### config.mk
export PLATFORM = sky130hd
export DESIGN_NAME = reg_file_2r1w
export DESIGN_NICKNAME = d
export VERILOG_FILES = /design/src/rtl/rf_pkg.sv /design/src/rtl/rf_word.sv /design/src/rtl/reg_file_2r1w.sv
export SDC_FILE = /design/constraint.sdc
export NUM_CORES = 2
export LEC_CHECK = 0
export BUFFER_PORTS_ARGS = -buffer_cell sky130_fd_sc_hd__buf_2
export CORE_UTILIZATION = 68
export CTS_CLUSTER_DIAMETER = 60
export DETAILED_ROUTE_END_ITERATION = 10
export GPL_ROUTABILITY_DRIVEN = 1
export PLACE_DENSITY_LB_ADDON = 0.25
export SYNTH_ARGS = -nofsm -noshare
export SYNTH_HDL_FRONTEND = slang
export SYNTH_SLANG_ARGS = --single-unit
### constraint.sdc
create_clock -name clk -period 2.4 [get_ports clk]
set_clock_uncertainty 0.1 [all_clocks]
set_input_delay 0.72 -clock clk [delete_from_list [all_inputs] [get_ports clk]]
set_output_delay 0.72 -clock clk [all_outputs]
set_load 0.05 [all_outputs]
### src/rtl/rf_pkg.sv
// Shared constants for the two-read one-write register file.
// Optional same-edge write-to-read forwarding: define RF_BYPASS_EN.
package rf_pkg;

  localparam int RF_WIDTH = 32;
  localparam int RF_DEPTH = 32;
  localparam int RF_AW    = $clog2(RF_DEPTH);
  localparam int RF_ZERO  = 0;

endpackage

### src/rtl/rf_word.sv
// One register-file storage word: enabled load, async active-low clear.
module rf_word
  import rf_pkg::*;
#(
  parameter int WIDTH = RF_WIDTH
) (
  input  logic             clk,
  input  logic             rst,
  input  logic             en,
  input  logic [WIDTH-1:0] d,
  output logic [WIDTH-1:0] q
);

  always_ff @(posedge clk or negedge rst) begin
    if (!rst) begin
      q <= '0;
    end else if (en) begin
      q <= d;
    end
  end

endmodule

### src/rtl/reg_file_2r1w.sv
// Two-read one-write register file with registered read ports.
// Define RF_BYPASS_EN to forward same-edge write data to the readers.
module reg_file_2r1w
  import rf_pkg::*;
#(
  parameter  int WIDTH = RF_WIDTH,
  parameter  int DEPTH = RF_DEPTH,
  localparam int AW    = $clog2(DEPTH)
) (
  input  logic             clk,
  input  logic             rst,
  input  logic             wr_en,
  input  logic [AW-1:0]    wr_addr,
  input  logic [WIDTH-1:0] wr_data,
  input  logic             rd_req,
  input  logic [AW-1:0]    rd_addr_a,
  input  logic [AW-1:0]    rd_addr_b,
  output logic             rd_valid,
  output logic [WIDTH-1:0] rd_data_a,
  output logic [WIDTH-1:0] rd_data_b
);

  logic [WIDTH-1:0] word_q [DEPTH];
  logic [WIDTH-1:0] rd_a;
  logic [WIDTH-1:0] rd_b;

  assign word_q[RF_ZERO] = '0;

  for (genvar i = 1; i < DEPTH; i++) begin : g_word
    rf_word #(
      .WIDTH (WIDTH)
    ) u_word (
      .clk (clk),
      .rst (rst),
      .en  (wr_en && (wr_addr == AW'(i))),
      .d   (wr_data),
      .q   (word_q[i])
    );
  end

  always_comb begin
    rd_a = word_q[rd_addr_a];
    rd_b = word_q[rd_addr_b];
`ifdef RF_BYPASS_EN
    // word 0 is never forwarded, it must keep reading zero
    if (wr_en && wr_addr != AW'(RF_ZERO)) begin
      if (wr_addr == rd_addr_a) rd_a = wr_data;
      if (wr_addr == rd_addr_b) rd_b = wr_data;
    end
`endif
  end

  always_ff @(posedge clk or negedge rst) begin
    if (!rst) begin
      rd_valid  <= 1'b0;
      rd_data_a <= '0;
      rd_data_b <= '0;
    end else begin
      rd_valid <= rd_req;
      if (rd_req) begin
        rd_data_a <= rd_a;
        rd_data_b <= rd_b;
      end
    end
  end

endmodule

== After elaboration in Yosys (flattened, before gate mapping) ==
Index checks and enable logic that the tools add are counted.

* Bits in registers: 1057
* Bits of input ports: 51
* Word-level logic and storage cells: 106

* Bitwise logic cells: 2
* Reduce and logical (&&, ||, !) cells: 31
* Eq/ne operators: 31
* Magnitude comparators: 2
* Muxes and demuxes: 6

{| class="wikitable"
|+ Operators with widths
! operator !! count
|-
| 32-bit binary-select mux with 5-bit select || 2
|-
| 32-bit two-way mux || 4
|-
| 5-bit == test (second input constant) || 16
|-
| 5-bit by 4-bit == test with 1-bit output (second input constant) || 8
|-
| 1-bit logical AND || 31
|-
| 5-bit by 3-bit == test with 1-bit output (second input constant) || 4
|-
| 6-bit greater-or-equal comparator (second input constant) || 2
|-
| 5-bit NOT with 6-bit output || 2
|-
| 5-bit by 2-bit == test with 1-bit output (second input constant) || 2
|-
| 5-bit by 1-bit == test with 1-bit output (second input constant) || 1
|}

== Depth between registers and ports, before layout ==
* Word-level depth: 4
* Gate-level depth with buffers: 9
* Mapped depth without buffers: 5

== Hierarchy ==
Synthesis repeated with hierarchy kept, for this count alone.

* Cell total of the unflattened synthesis: 3596
* Area total of the unflattened synthesis: 60321.6 µm²

{| class="wikitable"
|+ By module, submodules not included
! module !! sequential area each (µm²) !! instances !! cells each !! area each (µm²)
|-
| rf_word || 800.8 || 31 || 68 || 1345.0
|-
| reg_file_2r1w || 1626.6 || 1 || 1488 || 18625.4
|}

== Worst setup path before layout ==
No wires, ideal clock.

* Path type: input -> register
* From: in rd_addr_b[1]
* To: reg rd_data_b[3]
* Buffers on the path: 3
* Slack: 6 ps
* Library setup time: 128 ps
* Data arrival time: 2166 ps
* Cell stages on the path: 8
* Path through: clkbuf_1 buf_2 buf_1 mux4_2 a22oi_1 nand2_1 a21oi_1 o21ai_0

* Cells in the longest elaborated chain, start to end: 4

{| class="wikitable"
|+ RTL lines
! element !! RTL line !! source
|-
| from (decl) || reg_file_2r1w.sv:17 || <nowiki>input logic [AW-1:0] rd_addr_b,</nowiki>
|-
| 5-bit NOT with 6-bit output (implied by the code) || reg_file_2r1w.sv:43 || <nowiki>rd_b = word_q[rd_addr_b];</nowiki>
|-
| 32-bit binary-select mux with 5-bit select || reg_file_2r1w.sv:43 ||
|-
| 32-bit two-way mux (implied by the code) (2 in a row) || reg_file_2r1w.sv:43 ||
|-
| to (signal assigned) || reg_file_2r1w.sv:62 || <nowiki>rd_data_b <= rd_b;</nowiki>
|-
| to (decl) || reg_file_2r1w.sv:20 || <nowiki>output logic [WIDTH-1:0] rd_data_b</nowiki>
|}

Every way passes these cells. The select of a mux whose other input is x is not followed.
A chain may end at the register's enable or synchronous reset.

== Final worst setup path ==
* From: reg rd_data_b[20]
* To: out rd_data_b[20]

No word-level cell between the ends.

==> impl_metrics.env <==
export IMPL_crit_chain="clkbuf_4"
export IMPL_violations="design-rule violations"
export IMPL_path_max_fanout=2
export IMPL_rows=104
export IMPL_holdPathStages=1
export IMPL_cts_root_buf="clkbuf_16"
export IMPL_netlist_top_cells_count="mux2_2, dfrtp_1, mux4_2"
export IMPL_ys_async_sr_fraction=1.00
export IMPL_setup_viol=0
export IMPL_fin_nets=4166
export IMPL_drc_errors=22
export IMPL_worst_path_max_delay_cell="dfrtp_1"
export IMPL_grt_setup_unrepaired="no"
export IMPL_port_buffers=115
export IMPL_drtPass1Iterations=11
export IMPL_synth_ff_type="dfrtp_1"
export IMPL_ys_types=47
export IMPL_holdWs_ns=0.423
export IMPL_fillers=4232
export IMPL_dp_hpwl_microns=120000
export IMPL_synth_most_common_cell="mux2_2"
export IMPL_path_class="flip-flop to output port"
export IMPL_wl_microns=185000
export IMPL_grt_usage=0.457
export IMPL_htreeDepth=3
export IMPL_hold_class="flip-flop to flip-flop"
export IMPL_antenna_found_initial=18
export IMPL_maxCapViolations=0
export IMPL_crit_buf_inv=1
export IMPL_num_vias=40200
export IMPL_power_density_nw_per_um2=841
export IMPL_die_x_microns=288
export IMPL_synthCells=3903
export IMPL_cts_setup_buffers=0
export IMPL_yosys_top_cells_area="dfrtp_1, mux2_2, mux4_2, mux2i_1, buf_2"
export IMPL_clkTransAtPathRegs_ns=0.06
export IMPL_grt_max_degree=74
export IMPL_clkLatencyLatePin_ns=0.71
export IMPL_fin_cells=5284
export IMPL_worstPathArrival_ns=1.54
export IMPL_dp_cells=5058
export IMPL_clock_path_buffers=3
export IMPL_leakagePower_nw=28.5
export IMPL_required_ns=1.58
export IMPL_cp_depth=1
export IMPL_yosys_warnings=0
export IMPL_cts_tree="done"
export IMPL_pre_cts_ws_ns=-0.411
export IMPL_grt_pass1_wl_microns=276000
export IMPL_worst_path_dominant_cell_family="flip-flops"
export IMPL_cts_sinks=1057
export IMPL_detail_route_antenna_nets=0
export IMPL_core_area_sq_um=80800
export IMPL_yosys_area_top_type_share=0.475
export IMPL_die_height_microns=288
export IMPL_fmax_mhz=423
export IMPL_worst_pin_slew_ns=1.24
export IMPL_finalCriticalPeriod_ns=2.36
export IMPL_gp_congestion=0.939
export IMPL_grt_pass1_vias=42300
export IMPL_relSlewSlack=0.169
export IMPL_critPathLaunchType="flip-flop"
export IMPL_grt_ovfl_total=0
export IMPL_synth_area_sq_um=55700
export IMPL_synth_top_area_cell="dfrtp_1"
export IMPL_ys_ff_latch=1057
export IMPL_end_kind="output port"
export IMPL_avgSynthCellArea_sq_um=14.3
export IMPL_drt_initial_drc_count=4976
export IMPL_cp_slowest_stage_delay_ns=0.53
export IMPL_setup_ws_ns=0.0369
export IMPL_status="finished, violations left"
export IMPL_hold_viol_final=0
export IMPL_finalMaxSlewViolations=0
export IMPL_initial_core_util=0.689
export IMPL_timing_final_crit_share=0.985
export IMPL_ios=116
export IMPL_drt_vias_per_instance=7.60
export IMPL_dieArea_sq_um=83100
export IMPL_cts_buffers=114
export IMPL_syn_nets=3954
export IMPL_drive_gt1_frac=0.524
export IMPL_wire_per_inst_microns=35.1
export IMPL_ir_drop_uv=839
export IMPL_yosysSeqAreaShare=0.475
export IMPL_area_growth_pct=15.9
export IMPL_synth_edf_count=0
export IMPL_rr_worst_depth=5
[through the flow]
| stage | area (sq um) | utilization | power (mW) | TNS (ns) |
|---|---|---|---|---|
| CTS | 64500 | 0.798 | 54.1 | 0 |
| floorplan | 55700 | - | 31.5 | 0 |
| global route | 64500 | 0.799 | 56.0 | 0 |
| global placement | 60500 | 0.749 | 34.6 | -21.49 |
| detailed placement | 60500 | 0.749 | 35.6 | -25.93 |
| finish | 64600 | 0.799 | 54.3 | 0 |
[power by group]
| group | switching (mW) | internal, mW | leakage (nW) |
|---|---|---|---|
| Clock | 7.58 | 10.9 | 1.97 |
| Combinational | 5.17 | 6.40 | 13.0 |
| Sequential | 2.94 | 21.3 | 13.5 |
[layout by cell type (no fill, tap or decap), types with 58 or more instances in the layout]
master / netlist / final
mux2_2: 1084 / 1084
dfrtp_1: 1057 / 1052
mux4_2: 355 / 355
buf_4: 27 / 266
mux2i_1: 156 / 156
buf_12: 3 / 141
clkbuf_16: 0 / 117
a22oi_1: 100 / 100
buf_2: 157 / 100
nand2_1: 82 / 70
nor2_1: 81 / 68
a21oi_1: 61 / 61
nor2b_1: 67 / 58
[sequential cells by signal (all words and copies together) (netlist names)]
register and count:
g_word.u_word.q 992, rd_data_a 32, rd_data_b 32, rd_valid 1
[per-layer routing]
metal | vias to the layer above | part of all wire | GRT usage
met3 | 854 | 0.13 | 0.148
met5 | - | 0.00027 | 0.00170
li1 | 15500 | - | -
met2 | 3065 | 0.44 | 0.666
met1 | 20700 | 0.35 | 0.592
met4 | 8 | 0.077 | 0.304
[what timing repair did]
action	CTS	global route
endpoints found under the setup margin	9	3
hold buffers	1	0
cloned	0	0
resized for setup	9	4
endpoints found under the hold margin	6	0
[final timing paths]
kind                                    startpoint                       to  slack, ns
max                                  rd_data_b[20]            rd_data_b[20]       0.04
min                        g_word[31].u_word.q[22]  g_word[31].u_word.q[22]       0.42
max reg2reg                 g_word[19].u_word.q[2]             rd_data_b[2]       0.54
min reg2reg                g_word[31].u_word.q[22]  g_word[31].u_word.q[22]       0.42
max in group asynchronous                      rst   g_word[15].u_word.q[9]       0.73
min in group asynchronous                      rst   g_word[11].u_word.q[8]       0.43
[layout make-up]
class	count	area, sq um	share of cell area
antenna	13	32.5	0.000504
clock buffer	163	3390	0.0525
clock inverter	49	578	0.00895
inverter	6	22.5	0.000349
multi-input combinational	2422	27300	0.423
sequential	1057	26500	0.410
tap	1060	1330	0.0205
timing repair buffer	514	5410	0.0838
[cells by family after synthesis]
logic type	Yosys count	share of synthesized area
flip-flops	1057	0.475
buffers and inverters	424	0.0382
AND/OR/NAND/NOR	293	0.0259
AO/OA/AOI/OAI	517	0.0669
multiplexers	1612	0.394
Note: power is estimated with default switching activity, not from simulation.
